## src/rtl/tft_textmem_ctrl.sv

```systemverilog
// Text-memory port B controller: arbitrates the port between CPU accesses and
// a bulk engine that clears the screen or scrolls it up by one character row.
module tft_textmem_ctrl #(
    parameter int unsigned MEM_SIZE     = 8192,
    parameter int unsigned COLS_WORDS   = 25,
    parameter int unsigned ROWS         = 30,
    parameter logic [7:0]  FILL_BYTE    = 8'h20,
    parameter int unsigned STARVE_LIMIT = 8,
    localparam int unsigned ADDR_W      = $clog2(MEM_SIZE)
) (
    input  logic              clk,
    input  logic              reset,
    input  logic              cpu_req,
    input  logic              cpu_we,
    input  logic [ADDR_W-1:0] cpu_addr,
    input  logic [31:0]       cpu_wdata,
    input  logic [3:0]        cpu_be,
    output logic              cpu_ready,
    output logic [31:0]       cpu_rdata,
    output logic              cpu_rvalid,
    input  logic              cmd_valid,
    input  logic [1:0]        cmd_op,
    output logic              cmd_ready,
    output logic              busy,
    output logic              done,
    output logic [ADDR_W-1:0] mem_addr,
    output logic [31:0]       mem_wdata,
    output logic [3:0]        mem_be,
    output logic              mem_we,
    input  logic [31:0]       mem_rdata
);

    localparam int unsigned N       = ROWS * COLS_WORDS;
    localparam int unsigned M       = (ROWS - 1) * COLS_WORDS;
    localparam int unsigned IDX_W   = $clog2(N);
    localparam int unsigned STALL_W = $clog2(STARVE_LIMIT + 1);

    localparam logic [IDX_W-1:0]   IDX_LAST_N = IDX_W'(N - 1);
    localparam logic [IDX_W-1:0]   IDX_LAST_M = IDX_W'(M - 1);
    localparam logic [STALL_W-1:0] STALL_MAX  = STALL_W'(STARVE_LIMIT);
    localparam logic [31:0]        FILL_WORD  = {4{FILL_BYTE}};

    typedef enum logic [2:0] {
        IDLE, CLR_WR, SCR_RD, SCR_WR, SCR_FILL, DONE
    } state_t;

    state_t             state_q, state_d;
    logic [IDX_W-1:0]   idx_q, idx_d;
    logic [31:0]        hold_q, hold_d;
    logic               first_q, first_d;
    logic [STALL_W-1:0] stall_q, stall_d;
    logic               rvalid_q;

    logic eng_need;
    logic force_own;
    logic eng_own;

    function automatic logic [ADDR_W-1:0] word_addr(input logic [IDX_W-1:0] w);
        return ADDR_W'({w, 2'b00});
    endfunction

    // CPU has priority unless the engine has been starved long enough
    always_comb begin
        eng_need  = (state_q == CLR_WR) || (state_q == SCR_RD) ||
                    (state_q == SCR_WR) || (state_q == SCR_FILL);
        force_own = eng_need && (stall_q == STALL_MAX);
        cpu_ready = cpu_req && !force_own && !reset;
        eng_own   = eng_need && !cpu_ready;
    end

    // Port B mux: granted CPU access, else the engine's access for this state
    always_comb begin
        mem_addr  = '0;
        mem_wdata = '0;
        mem_be    = '0;
        mem_we    = 1'b0;
        if (cpu_ready) begin
            mem_addr = cpu_addr;
            mem_we   = cpu_we;
            if (cpu_we) begin
                mem_wdata = cpu_wdata;
                mem_be    = cpu_be;
            end
        end else if (eng_own) begin
            case (state_q)
                CLR_WR, SCR_FILL: begin
                    mem_addr  = word_addr(idx_q);
                    mem_wdata = FILL_WORD;
                    mem_be    = 4'hF;
                    mem_we    = 1'b1;
                end
                SCR_RD: begin
                    mem_addr = word_addr(idx_q + IDX_W'(COLS_WORDS));
                end
                SCR_WR: begin
                    mem_addr  = word_addr(idx_q);
                    mem_wdata = first_q ? mem_rdata : hold_q;
                    mem_be    = 4'hF;
                    mem_we    = 1'b1;
                end
                default: ;
            endcase
        end
    end

    // Next-state, word index, read-hold and starvation counter
    always_comb begin
        state_d = state_q;
        idx_d   = idx_q;
        hold_d  = hold_q;
        first_d = first_q;
        stall_d = stall_q;

        if (eng_need && cpu_ready) begin
            stall_d = stall_q + STALL_W'(1);
        end else if (eng_own) begin
            stall_d = '0;
        end

        case (state_q)
            IDLE: begin
                if (cmd_valid) begin
                    idx_d = '0;
                    case (cmd_op)
                        2'b00:   state_d = CLR_WR;
                        2'b01:   state_d = SCR_RD;
                        default: state_d = DONE;
                    endcase
                end
            end
            CLR_WR, SCR_FILL: begin
                if (eng_own) begin
                    if (idx_q == IDX_LAST_N) begin
                        state_d = DONE;
                    end else begin
                        idx_d = idx_q + IDX_W'(1);
                    end
                end
            end
            SCR_RD: begin
                if (eng_own) begin
                    state_d = SCR_WR;
                    first_d = 1'b1;
                end
            end
            SCR_WR: begin
                // read data is only on mem_rdata in the first cycle; keep a copy
                first_d = 1'b0;
                if (first_q) begin
                    hold_d = mem_rdata;
                end
                if (eng_own) begin
                    idx_d   = idx_q + IDX_W'(1);
                    state_d = (idx_q == IDX_LAST_M) ? SCR_FILL : SCR_RD;
                end
            end
            DONE: begin
                state_d = IDLE;
            end
            default: begin
                state_d = IDLE;
            end
        endcase
    end

    // State and datapath registers
    always_ff @(posedge clk or posedge reset) begin
        if (reset) begin
            state_q  <= IDLE;
            idx_q    <= '0;
            hold_q   <= '0;
            first_q  <= 1'b0;
            stall_q  <= '0;
            rvalid_q <= 1'b0;
        end else begin
            state_q  <= state_d;
            idx_q    <= idx_d;
            hold_q   <= hold_d;
            first_q  <= first_d;
            stall_q  <= stall_d;
            rvalid_q <= cpu_ready && !cpu_we;
        end
    end

    assign cmd_ready  = (state_q == IDLE);
    assign busy       = eng_need;
    assign done       = (state_q == DONE);
    assign cpu_rvalid = rvalid_q;
    assign cpu_rdata  = rvalid_q ? mem_rdata : 32'h0;

endmodule
```

## config.mk

```make
export PLATFORM = sky130hd
export DESIGN_NAME = tft_textmem_ctrl
export DESIGN_NICKNAME = d
export VERILOG_FILES = /design/src/rtl/tft_textmem_ctrl.sv
export SDC_FILE = /design/constraint.sdc
export NUM_CORES = 1
export LEC_CHECK = 0
export CELL_PAD_IN_SITES_DETAIL_PLACEMENT = 1
export CELL_PAD_IN_SITES_GLOBAL_PLACEMENT = 2
export CORE_MARGIN = 2
export CORE_UTILIZATION = 21
export DETAILED_ROUTE_END_ITERATION = 6
export PLACE_DENSITY = 0.81
export SYNTH_ARGS = -nofsm -noshare
export SYNTH_HDL_FRONTEND = slang
export SYNTH_SLANG_ARGS = --single-unit
```

## constraint.sdc

```tcl
create_clock -name clk -period 2.2 [get_ports clk]
set_clock_uncertainty 0.15 [all_clocks]
set_input_delay 0.22 -clock clk [delete_from_list [all_inputs] [get_ports clk]]
set_output_delay 0.22 -clock clk [all_outputs]
set_load 0.05 [all_outputs]
```

# Yosys cells after proc, flatten, opt, wreduce, memory -nomap -nowiden
# Index checks and enable logic that the tools add are counted.
word_totals:
  ff_bits: 51
  in_bits: 88
  out_inout_bits: 87
  wordCells: 80
op_classes:
  add_sub_neg: 3
  n_eq_ne: 15
  muxes: 33
  reduce_logical: 23
op_table:
  columns: ["cell", "n"]
  rows:
  - ["32-bit 2-to-1 mux", 5]
  - ["32-bit one-hot mux with 2 select lines", 1]
  - ["10-bit 2-to-1 mux", 4]
  - ["10-bit one-hot mux with 3 select lines", 1]
  - ["4-bit 2-to-1 mux", 6]
  - ["12-bit one-hot mux with 2 select lines", 1]
  - ["10-bit == test (second input constant)", 2]
  - ["3-bit 2-to-1 mux", 6]
  - ["13-bit 2-to-1 mux", 1]
  - ["12-bit 2-to-1 mux", 1]
  - ["2-bit != test (second input constant)", 6]
  - ["3-bit one-hot mux with 4 select lines", 1]
  - ["10-bit by 1-bit adder with 10-bit output (second input constant)", 1]
  - ["10-bit by 5-bit adder with 10-bit output (second input constant)", 1]
  - ["5-bit AND reduction", 2]
  - ["3-bit by 2-bit == test with 1-bit output (second input constant)", 2]
  - ["3-bit == test (second input constant)", 2]
  - ["1-bit logical AND", 6]
  - ["3-bit one-hot mux with 2 select lines", 1]
  - ["4-bit by 1-bit adder with 4-bit output (second input constant)", 1]
  - ["4-bit == test (second input constant)", 1]
  - ["1-bit logical NOT", 4]
  - ["1-bit 2-to-1 mux", 4]
  - ["2-bit nonzero test", 2]
  - ["10 further kinds", 12]

# Depth between registers and ports, before layout
# Gate-level depths: netlist of the first run.
logic_depth:
  depth_word: 12
  depth_mapped: 9
  depth_no_buf: 7

# Worst setup path before layout of the first run
# Ideal clock, no wire load.
synth_timing:
  path_type: "register to output"
  start: "register state_q[0]"
  end: "output mem_addr[3]"
  arrival_ps: 3064
  path_slack_ps: -1234
  path_stages_with_launch: 7
  n_path_buf: 2
  path_cell_list: "dfrtp_1 > nor3_1 > o31a_1 > buf_2 > buf_2 > a21oi_1 > o21ai_0"
synth_between:
  elab_chain_len: 12
synth_rtl:
  columns: ["item", "line", "source"]
  rows:
  - ["from (decl)", "47", "state_t state_q, state_d;"]
  - ["from (signal assigned)", "176", "state_q <= state_d;"]
  - ["3-bit by 1-bit == test with 1-bit output or 3-bit by 2-bit == test with 1-bit output (tied branches)", "64", "eng_need = (state_q == CLR_WR) || (state_q == SCR_RD) ||"]
  - ["1-bit logical OR (2 in series)", "64", null]
  - ["1-bit logical OR *", "65", "(state_q == SCR_WR) || (state_q == SCR_FILL);"]
  - ["1-bit logical AND *", "66", "force_own = eng_need && (stall_q == STALL_MAX);"]
  - ["1-bit logical NOT *", "67", "cpu_ready = cpu_req && !force_own && !reset;"]
  - ["1-bit logical AND * (2 in series)", "67", null]
  - ["net cpu_ready", "18", "output logic cpu_ready,"]
  - ["1-bit logical NOT", "68", "eng_own = eng_need && !cpu_ready;"]
  - ["1-bit logical AND", "68", null]
  - ["12-bit 2-to-1 mux", "84", "end else if (eng_own) begin"]
  - ["13-bit 2-to-1 mux *", "77", "if (cpu_ready) begin"]
  - ["to (decl)", "26", "output logic [ADDR_W-1:0] mem_addr,"]
# Mark *: on every way through the listed nets, which the timed path passes. The rest lies on a longest branch.

# Worst setup path after layout of the first run
layout_timing:
  start: "register state_q[0]"
  end: "output mem_addr[9]"
layout_between:
  elab_chain_len: 12
layout_rtl:
  columns: ["item", "line"]
  rows:
  - ["3-bit by 1-bit == test with 1-bit output or 3-bit by 2-bit == test with 1-bit output (tied branches)", "64, 85"]
  - ["1-bit logical OR (2 in series)", "64"]
  - ["1-bit logical OR", "65"]
  - ["1-bit logical AND", "66"]
  - ["1-bit logical NOT", "67"]
  - ["1-bit logical AND (2 in series)", "67"]
  - ["1-bit logical NOT", "68"]
  - ["1-bit logical AND", "68"]
  - ["12-bit 2-to-1 mux", "84"]
  - ["13-bit 2-to-1 mux *", "77"]
# Every way passes the cells marked *; elsewhere a longest branch is shown, timed or not.

==> flow_summary.yaml, run 1 <==
flow_run:
  maxCapViolCount: 0
logic_synthesis:
  yosysUniqueCellTypes: 51
  netlist_area_mm2: 0.00372
  synth-edff-count: 0
  synth_common_cells: "nand2_1 (63), o21ai_0 (53), dfrtp_1 (51)"
  ys_ff_latch: 51
  ys_seq_area_frac: 0.343
  yosysWarnings: 0
  synth-main-ff-cell: "dfrtp_1"
  synthArstFlopShare: 1.00
  synthCells: 433
  synth_fp_nets: 526
  yosysTopAreaCell: "dfrtp_1"
  synth_top_area_frac: 0.343
  synth_most_common_cell: "nand2_1"
  synth.area.top_cells: "dfrtp_1 (34%), mux2_2 (9.7%), mux2i_1 (8.6%)"
  avgSynthCellArea_um2: 8.59
worst_setup_path:
  cp.arrival_ns: 2.21
  required_ns: 1.83
  worst_setup_path_start_kind: "flop"
  criticalPathCategory: "reg -> out"
  critPathCaptureType: "output pin"
  cp_max_fo: 8
  worstRegToRegCells: 11
  r2r-start: "state_q[1]$_DFFE_PP0P_"
  r2r_end: "idx_q[5]$_DFFE_PP0P_"
  reg2reg_setup_slack_ns: -0.24
timing:
  timing.hold.ws_ns: 0.144
  maxSlewHeadroom: 0.592
  period_minus_slack_ns: 2.58
  setup_viol: 59
  setup_ws_ns: -0.385
  slew_viol_final: 0
  tightest_slew_ns: 0.611
  hold_viol: 0
  fmax_ghz: 0.387
  rsz0062_at_grt: "yes"
  fin_crit_sh: 1.17
final_layout:
  regArea_mm2: 0.00128
  antenna_cells: 0
  num-fill-cells: 1815
  drive_above_1_share: 0.522
  area.growth.synth_to_final_pct: 123
  multiInputGateArea_mm2: 0.00306
  nets: 760
route:
  dr.pass1.iters: 4
  drc_errors: 0
  finalWirelength_mm: 17.0
  antenna_left: 0
  via_count: 4187
  wire_per_inst_um: 19.0
  drt_iter0_markers: 149
  via_per_inst: 4.69
clock_tree:
  cts_max_level: 2
  hold_buffers: 0
  cts.path.max_buffers: 2
  clk_pin_slew_worst_paths_ns: 0.07
  cts_tree: "built"
  clock-sinks: 51
  clock_latency_ns: 0.29
  cts-root-buf: "clkbuf_16"
  cts_buffers: 5
power_and_ir_drop:
  p_seq_frac: 0.178
  power_switching_w: 0.00420
  clkPwrFrac: 0.100
  p_comb_frac: 0.723
  swShare: 0.446
  leakage_nw: 3.45
  p_int_w: 0.00521
  vdd_drop_max_mv: 0.821
  powerDensity_mw_per_mm2: 1130
grt:
  gr-total-overflow: 0
  grt_max_degree: 34
  antenna_found_initial: 0
  grt_pass1_wl_mm: 25.4
  grt_usage: 0.175
  first_global_vias: 4646
die:
  fp.dieH_um: 137
  io_pins: 175
  die_w_um: 137
  std_cell_rows: 48
  start_util: 0.215
  core_area_mm2: 0.0173
  dieArea_mm2: 0.0188
run_status:
  violations: "negative setup slack"
  outcome: "finished with violations"
placed_design:
  numPortBuffers: 174
  gp_congestion: 0.816
  place_hpwl_mm: 12.4
  pre_cts_ws_ns: -0.333
hold_path:
  hold_class: "in -> async"
final cells by class:
type / instances / share of cell area
clock buffer: 6 / 0.0167
clock inverter: 2 / 0.00467
inverter: 7 / 0.00362
multi-input combinational: 344 / 0.369
sequential: 51 / 0.154
tap: 225 / 0.0339
timing repair buffer: 258 / 0.418
power by group through the flow:
stage / clock, W / combinational, W / sequential (W)
4_1_cts: 0.000970 / 0.00665 / 0.00167
2_1_floorplan: 0 / 0.00374 / 0.00151
3_3_place_gp: 0 / 0.00615 / 0.00165
5_1_grt: 0.00101 / 0.00714 / 0.00173
3_5_place_dp: 0 / 0.00626 / 0.00168
6_report: 0.000937 / 0.00680 / 0.00167
critical path: stages (launching register included):
cell     delay [ns]
dfrtp_2        0.44
o21a_1         0.21
o31a_1         0.34
or2_4          0.29
buf_6          0.13
nor4_4         0.19
a221o_2        0.17
buf_8          0.14
per-layer routing:
layer  global-route usage  wire length [um]
met5                    0                 0
met4               0.0407               266
met3               0.0289               884
met2                0.334              9390
met1                0.201              6450
how the worst max path moves through the flow:
stage	startpoint	end	slack, ns	depth (start not counted)
after floorplan	state_q[1]$_DFFE_PP0P_	mem_addr[10]	-0.20	5
after global placement	stall_q[1]$_DFFE_PP0P_	mem_addr[11]	-0.27	9
after detailed placement	stall_q[1]$_DFFE_PP0P_	mem_addr[11]	-0.33	9
after CTS	stall_q[1]$_DFFE_PP0P_	mem_addr[4]	-0.42	9
after global routing	state_q[0]$_DFFE_PP0P_	mem_addr[9]	-0.46	7
final	state_q[0]$_DFFE_PP0P_	mem_addr[9]	-0.38	7
cells by family after synthesis:
kind of cell / count (synthesis) / synth area share
and+or+nand+nor: 172 / 0.244
DFF: 51 / 0.343
buffers and inverters: 38 / 0.0488
adders and majority gates: 5 / 0.0168
xor gates and xnor gates: 2 / 0.00471
AOI/OAI and AO/OA: 101 / 0.160
muxes: 64 / 0.183
flip-flops by register name (all words and copies together) (netlist names):
| signal | count |
|---|---|
| cpu_rvalid | 1 |
| first_q | 1 |
| hold_q | 32 |
| idx_q | 10 |
| stall_q | 4 |
| state_q | 3 |
cell usage in the layout (no fill, tap or decap), types with 7 or more instances in the layout:
cell	count
buf_12	89
clkdlybuf4s50_1	87
buf_4	57
dfrtp_1	47
and2_1	37
nand2_2	32
mux2_2	32
o21ai_4	32
mux2i_1	32
nand2_1	19
nor2_1	16
a21oi_1	15
buf_6	13
nand2_4	12
o21ai_0	10
o21ai_2	7
buf_8	7
what timing repair did:
item                                    in CTS  in global routing
endpoints found under the setup margin      51                 61
resized for setup                           79                 66
pin swaps                                   12                 31
buffers inserted                             9                 13
cloned                                       4                  1
through the flow:
step                      instance area, um^2  TNS, ns  total power [W]  instances   util
after global routing                     8300   -21.32          0.00987        893  0.480
after detailed placement                 7300    -8.75          0.00794        858  0.422
after floorplan                          4150    -3.60          0.00524        433      -
after CTS                                7900   -17.54          0.00929        879  0.457
after global placement                   7300    -7.22          0.00780        858  0.422
final                                    8300   -16.65          0.00941        893  0.480
Power figures use the tool's default switching activity.
==> inputs of run 2 (changes only) <==
--- a/config.mk
+++ b/config.mk
@@ -10,6 +10,7 @@
 export CORE_MARGIN = 2
 export CORE_UTILIZATION = 21
 export DETAILED_ROUTE_END_ITERATION = 6
+export HOLD_SLACK_MARGIN = 0.08
 export PLACE_DENSITY = 0.81
 export SYNTH_ARGS = -nofsm -noshare
 export SYNTH_HDL_FRONTEND = slang
==> results of run 2 <==
Same layout as run 1: the final DEF is identical, and so are final timing and power.
==> inputs of run 3 (changes only) <==
--- a/config.mk
+++ b/config.mk
@@ -9,6 +9,7 @@
 export CELL_PAD_IN_SITES_GLOBAL_PLACEMENT = 2
 export CORE_MARGIN = 2
 export CORE_UTILIZATION = 21
+export CTS_CLUSTER_DIAMETER = 50
 export DETAILED_ROUTE_END_ITERATION = 6
 export HOLD_SLACK_MARGIN = 0.08
 export PLACE_DENSITY = 0.81
==> results of run 3 <==
Same layout as run 1: the final DEF is identical, and so are final timing and power.
